File: src/rtl/seg_scan_decoder.sv
// seg_scan_decoder
// Watches a multiplexed 8-digit 7-segment bus and rebuilds the two 16-bit
// values it displays. Digits 7..4 map to val_1_o and digits 3..0 to val_2_o.
// Build option: define SEG_SYNC_EN to pass an_i/seg_i through 2-FF
// synchronizers. This is for pins driven from an asynchronous source and
// adds 2 cycles of latency.
module seg_scan_decoder #(
  parameter int DIGITS        = 8,
  parameter int SETTLE_CYCLES = 4,
  parameter int TIMEOUT       = 1048576
) (
  input  logic        clk_100MHz_i,
  input  logic        rst,
  input  logic [7:0]  an_i,
  input  logic [7:0]  seg_i,
  output logic [15:0] val_1_o,
  output logic [15:0] val_2_o,
  output logic [7:0]  dp_o,
  output logic        valid_o,
  output logic        err_o,
  output logic        timeout_o
);
  localparam int CNT_W = $clog2(SETTLE_CYCLES + 1);
  localparam int TMR_W = $clog2(TIMEOUT);
  localparam logic [CNT_W-1:0]  CNT_MAX  = CNT_W'(SETTLE_CYCLES);
  localparam logic [CNT_W-1:0]  CNT_HIT  = CNT_W'(SETTLE_CYCLES - 1);
  localparam logic [TMR_W-1:0]  TMR_HIT  = TMR_W'(TIMEOUT - 1);
  localparam logic [DIGITS-1:0] ALL_SEEN = '1;

  typedef enum logic {HUNT, ACQ} state_t;

  logic [7:0] an_in;
  logic [7:0] seg_in;

`ifdef SEG_SYNC_EN
  logic [7:0] an_s1_reg, an_s2_reg, seg_s1_reg, seg_s2_reg;

  // Two-stage synchronizer. It resets to the blank / all-off bus state.
  always_ff @(posedge clk_100MHz_i) begin
    if (rst) begin
      an_s1_reg  <= 8'hFF;
      an_s2_reg  <= 8'hFF;
      seg_s1_reg <= 8'hFF;
      seg_s2_reg <= 8'hFF;
    end else begin
      an_s1_reg  <= an_i;
      an_s2_reg  <= an_s1_reg;
      seg_s1_reg <= seg_i;
      seg_s2_reg <= seg_s1_reg;
    end
  end

  assign an_in  = an_s2_reg;
  assign seg_in = seg_s2_reg;
`else
  assign an_in  = an_i;
  assign seg_in = seg_i;
`endif

  logic [7:0]       an_prev_reg;
  logic [7:0]       seg_prev_reg;
  logic [CNT_W-1:0] stab_cnt_reg;

  // Track how long the anode code has been stable.
  // The counter resets to saturated, so reset itself never causes a sample.
  always_ff @(posedge clk_100MHz_i) begin
    if (rst) begin
      an_prev_reg  <= 8'hFF;
      seg_prev_reg <= 8'hFF;
      stab_cnt_reg <= CNT_MAX;
    end else begin
      an_prev_reg  <= an_in;
      seg_prev_reg <= seg_in;
      if (an_in != an_prev_reg) begin
        stab_cnt_reg <= '0;
      end else if (stab_cnt_reg != CNT_MAX) begin
        stab_cnt_reg <= stab_cnt_reg + CNT_W'(1);
      end
    end
  end

  logic             sample;
  logic [7:0]       an_act;
  logic             an_blank;
  logic             an_onehot;
  logic [6:0]       seg_act;
  logic [3:0]       nib_dec;
  logic             seg_legal;
  logic             dig_stb;
  logic             bad_stb;
  logic [DIGITS-1:0] seen_reg;
  logic [DIGITS-1:0] seen_next;
  logic             frame_done;
  state_t           state_reg;

  // The counter passes through SETTLE_CYCLES-1 exactly once per stable run.
  assign sample    = (stab_cnt_reg == CNT_HIT);
  assign an_act    = ~an_prev_reg;
  assign an_blank  = (an_prev_reg == 8'hFF);
  assign an_onehot = !an_blank && ((an_act & (an_act - 8'd1)) == 8'd0);
  assign seg_act   = ~seg_prev_reg[6:0];
  assign dig_stb   = sample && an_onehot;
  assign bad_stb   = sample && ((!an_onehot && !an_blank) || (an_onehot && !seg_legal));
  assign seen_next = seen_reg | an_act;
  assign frame_done = dig_stb && (state_reg == ACQ) && (seen_next == ALL_SEEN);

  // Map a segment pattern back to a hex nibble.
  // Unknown patterns decode as 0 and are flagged.
  always_comb begin
    nib_dec   = 4'h0;
    seg_legal = 1'b1;
    case (seg_act)
      7'h3F: nib_dec = 4'h0;
      7'h06: nib_dec = 4'h1;
      7'h5B: nib_dec = 4'h2;
      7'h4F: nib_dec = 4'h3;
      7'h66: nib_dec = 4'h4;
      7'h6D: nib_dec = 4'h5;
      7'h7D: nib_dec = 4'h6;
      7'h07: nib_dec = 4'h7;
      7'h7F: nib_dec = 4'h8;
      7'h6F: nib_dec = 4'h9;
      7'h77: nib_dec = 4'hA;
      7'h7C: nib_dec = 4'hB;
      7'h39: nib_dec = 4'hC;
      7'h5E: nib_dec = 4'hD;
      7'h79: nib_dec = 4'hE;
      7'h71: nib_dec = 4'hF;
      default: seg_legal = 1'b0;
    endcase
  end

  logic [4*DIGITS-1:0] shadow_nibs;
  logic [DIGITS-1:0]   shadow_dps;

  genvar gi;
  generate
    for (gi = 0; gi < DIGITS; gi++) begin : g_shadow
      logic [3:0] nib_reg;
      logic       dp_reg;
      logic       wr_en;

      // While hunting, only digit 0 is accepted; it starts a frame.
      assign wr_en = dig_stb && an_act[gi] && ((state_reg == ACQ) || (gi == 0));

      // Store the most recent decode of digit gi.
      always_ff @(posedge clk_100MHz_i) begin
        if (rst) begin
          nib_reg <= 4'h0;
          dp_reg  <= 1'b0;
        end else if (wr_en) begin
          nib_reg <= nib_dec;
          dp_reg  <= ~seg_prev_reg[7];
        end
      end

      assign shadow_nibs[gi*4 +: 4] = nib_reg;
      assign shadow_dps[gi]         = dp_reg;
    end
  endgenerate

  logic             pending_reg;
  logic [TMR_W-1:0] timer_reg;
  logic [15:0]      val_1_reg;
  logic [15:0]      val_2_reg;
  logic [7:0]       dp_reg;
  logic             valid_reg;
  logic             err_reg;
  logic             timeout_reg;

  // Frame assembly: hunt for digit 0, collect all digits, publish the frame
  // one cycle later, and give up if a frame takes too long.
  always_ff @(posedge clk_100MHz_i) begin
    if (rst) begin
      state_reg   <= HUNT;
      seen_reg    <= '0;
      pending_reg <= 1'b0;
      timer_reg   <= '0;
      val_1_reg   <= '0;
      val_2_reg   <= '0;
      dp_reg      <= '0;
      valid_reg   <= 1'b0;
      err_reg     <= 1'b0;
      timeout_reg <= 1'b0;
    end else begin
      valid_reg <= 1'b0;
      if (bad_stb) begin
        err_reg <= 1'b1;
      end
      case (state_reg)
        HUNT: begin
          pending_reg <= 1'b0;
          timer_reg   <= '0;
          if (dig_stb && an_act[0]) begin
            seen_reg  <= DIGITS'(1);
            state_reg <= ACQ;
          end
        end
        ACQ: begin
          if (pending_reg) begin
            // Completion takes priority over any timer expiry.
            val_1_reg   <= shadow_nibs[31:16];
            val_2_reg   <= shadow_nibs[15:0];
            dp_reg      <= shadow_dps;
            valid_reg   <= 1'b1;
            pending_reg <= 1'b0;
            timer_reg   <= '0;
            seen_reg    <= dig_stb ? an_act : '0;
          end else if ((timer_reg == TMR_HIT) && !frame_done) begin
            timeout_reg <= 1'b1;
            seen_reg    <= '0;
            state_reg   <= HUNT;
          end else begin
            if (timer_reg != TMR_HIT) begin
              timer_reg <= timer_reg + TMR_W'(1);
            end
            if (dig_stb) begin
              seen_reg <= seen_next;
            end
            if (frame_done) begin
              pending_reg <= 1'b1;
            end
          end
        end
        default: state_reg <= HUNT;
      endcase
    end
  end

  assign val_1_o   = val_1_reg;
  assign val_2_o   = val_2_reg;
  assign dp_o      = dp_reg;
  assign valid_o   = valid_reg;
  assign err_o     = err_reg;
  assign timeout_o = timeout_reg;
endmodule

File: config.mk
export PLATFORM = sky130hd
export DESIGN_NAME = seg_scan_decoder
export DESIGN_NICKNAME = d
export VERILOG_FILES = /design/src/rtl/seg_scan_decoder.sv
export SDC_FILE = /design/constraint.sdc
export NUM_CORES = 1
export LEC_CHECK = 0
export CORE_UTILIZATION = 50
export CTS_BUF_LIST = sky130_fd_sc_hd__clkbuf_4 sky130_fd_sc_hd__clkbuf_8
export CTS_CLUSTER_DIAMETER = 30
export DETAILED_ROUTE_END_ITERATION = 10
export GPL_TIMING_DRIVEN = 0
export PLACE_DENSITY = 0.72
export SYNTH_ARGS = -nofsm -noshare
export SYNTH_HDL_FRONTEND = slang
export SYNTH_SLANG_ARGS = --single-unit
File: constraint.sdc
create_clock -name clk_100MHz_i -period 2.5 [get_ports clk_100MHz_i]
set_input_delay 0.5 -clock clk_100MHz_i [delete_from_list [all_inputs] [get_ports clk_100MHz_i]]
set_output_delay 0.5 -clock clk_100MHz_i [all_outputs]
set_load 0.005 [all_outputs]
==> results.yml <==
placed_design:
  gp_congestion: 0.8785
  portBuffers: 60
  hpwlAfterDp_microns: 9564
  placed_cell_area_sq_um: 6479
  dp_slack_ns: 0.2114
final_layout:
  diodes: 0
  nets: 758
  multiInputGateArea_sq_um: 2749
  largest_reg_flops: 32
  syn_to_final_growth_pct: 20.58
  register_area_sq_um: 2643
  drive_gt1_share_pct: 11.62
  design_area_sq_um: 6877
  fill_cells: 950
worst_setup_path:
  path_buf_inv: 1
  max_stage_delay_ns: 0.81
  startpoint: "seg_prev_reg[4]"
  crit_fanout: 10
  worst_r2r_path_depth: 6
  r2r_end: "g_shadow[2].nib_reg[1]"
  r2r_slack_ns: 0.27
  crit_chain: "clkbuf_1 -> nor2b_1 -> a22o_1 -> a21oi_1 -> a2bb2oi_1 -> a211oi_1"
  cp-endpoint: "g_shadow[2].nib_reg[1]"
  cpMaxStageDelayCell: "a2bb2oi_1"
  cp-end-kind: "register"
  cp.depth: 6
  startpoint_type: "register"
  r2r-start: "seg_prev_reg[4]"
  arrival_ns: 2.49
  path_class: "reg -> reg"
  crit_required_ns: 2.77
  critPathTopFamily: "compound AO/OA/AOI/OAI gates"
clock_tree:
  clk_pin_slew_ns: 0.09
  cts_buffer_depth: 2
  tritoncts: "done"
  clkLatencyLatePin_ns: 0.45
  cts_root_buf: "clkbuf_8"
  cts_sinks: 132
  post-cts-setup-buffer-count: 0
  ctsHtreeMaxLevel: 4
  numCtsBuffers: 17
  postCtsHoldBufs: 0
logic_synthesis:
  ys_ff_latch: 132
  ys_top_cells_by_count: "dfxtp_1, nand2_1, a21oi_1"
  synth_edf_count: 0
  netlist.area_leader.share_pct: 46.34
  yosysSeqAreaShare_pct: 46.34
  ys_types: 67
  yosysMostFrequentCell: "dfxtp_1"
  synth_cells: 657
  synth_warnings: 0
  syn_nets: 679
  syn_avg_cell_area_sq_um: 8.680
  yosysTopAreaCell: "dfxtp_1"
  synth_area_leaders: "dfxtp_1, a21oi_1, nand2_1, a211oi_1, xnor2_1"
  async_reset_ff_share_pct: 0
  synth_flop_cell: "dfxtp_1"
  syn_area_sq_um: 5703
route:
  drt-total-wl_microns: 13290
  ant_nets: 0
  avgViaCountPerCell: 5.657
  vias: 5029
  drtPass1Iterations: 5
  dr.first_iter.drc_count: 275
  wl_per_cell_microns: 14.94
  drc: 0
sta:
  period_minus_slack_ns: 2.228
  tightestPinTransition_ns: 1.005
  grt_setup_unrepaired: "no"
  hold_violations: 0
  fin_tns_setup_ns: 0
  fmax_mhz: 448.8
  fin_crit_sh_pct: 89.13
  finClkSkew_ns: 0.02078
  final_max_slew_viol_count: 0
  slew_headroom_pct: 32.73
  fin_ws_ns: 0.2718
  setup_violations: 0
power_and_ir_drop:
  ir_worst_vdd_mv: 0.3243
  post-layout-total-power_mw: 4.054
  leakage_nw: 2.305
  pwr_density_cell_nw_per_um2: 589.5
floorplan:
  die_h_microns: 108.8
  start_util_pct: 51.93
  ios: 61
  core_sq_um: 10980
  row_count: 38
  die_w_microns: 108.8
  die-area_sq_um: 11840
global_route:
  grt_antenna_before_repair: 0
  track_usage_pct: 23.63
  grt_pass1_wl_microns: 21800
  grt_max_degree: 17
  overflow: 0
  grt_pass1_vias: 4613
worst_hold_path:
  hold_class: "reg -> reg"
run_status:
  outcome: "finished, final reports clean"
job:
  drv_cap: 0
## per-stage QoR
stage                     hold WS [ns]  utilization [%]  cells
after floorplan                 0.4316                -    657
after global placement          0.4419            58.99    857
after detailed placement        0.4449            58.99    857
after CTS                       0.4569            62.57    889
after global routing            0.4711            62.61    889
final                           0.4564            62.61    889
## cell families after synthesis
group	count (synthesis)	share of synthesized area (%)
and+or+nand+nor	244	22.11
AOI/OAI and AO/OA	178	20.49
buffers and inverters	69	5.551
muxes	1	0.1755
xor gates and xnor gates	29	4.454
adders and majority gates	4	0.8776
DFF	132	46.34
## per-layer routing
metal / track usage (%) / vias up / wire length [microns]
li1: - / 2507 / -
met1: 32.12 / 2346 / 6273
met2: 36.84 / 160 / 6121
met3: 5.260 / 16 / 759
met4: 8.301 / 0 / 132
met5: 0 / - / 0
## report_power, final
part           internal [mW]  leakage, nW  switching (mW)
Sequential              2.11         1.07         0.00784
Combinational         0.0822         1.05           0.124
Clock                  0.746        0.192           0.979
## timing repair
item,in CTS,in global routing
gates resized for setup,0,1
endpoints found under the setup margin,0,1
hold endpoints to repair,0,0
## area by class of cell
class	instances	share of cell area [%]
plain buffers	50	3.566
clock buffers	17	3.402
clock inverters	15	2.311
inverters	19	1.037
multi-input cells	456	39.97
flip-flops and latches	132	38.43
well taps	140	2.547
repair buffers	60	8.734
## worst reg2reg max path, cell delays in order (launching register included)
cell       delay, ns
dfxtp_1         0.33
clkbuf_1        0.20
nor2b_1         0.19
a22o_1          0.17
a21oi_1         0.15
a2bb2oi_1       0.81
a211oi_1        0.19
## cells in the final DEF (no fill, tap or decap), types with 15 or more instances in the layout
cell,netlist,layout
nand3_1,15,15
buf_2,17,17
nor2_1,40,40
a21oi_1,86,86
clkbuf_8,0,17
inv_1,19,19
nand2_1,103,103
clkdlybuf4s50_1,0,60
clkbuf_1,23,23
or2_2,16,16
a211oi_1,42,42
xnor2_1,22,22
dfxtp_1,132,132
## how the worst min path moves through the flow
stage / startpoint / end / cells after the start
2_1_floorplan: g_shadow[1].dp_reg / dp_o[1] / 2
6_report: val_2_o[1] / val_2_o[1] / 2
3_3_place_gp: g_shadow[0].dp_reg / dp_o[0] / 2
5_1_grt: g_shadow[1].nib_reg[3] / val_2_o[7] / 2
3_5_place_dp: g_shadow[0].dp_reg / dp_o[0] / 2
4_1_cts: g_shadow[0].nib_reg[0] / val_2_o[0] / 2
Note: power is estimated with default switching activity, not from simulation.
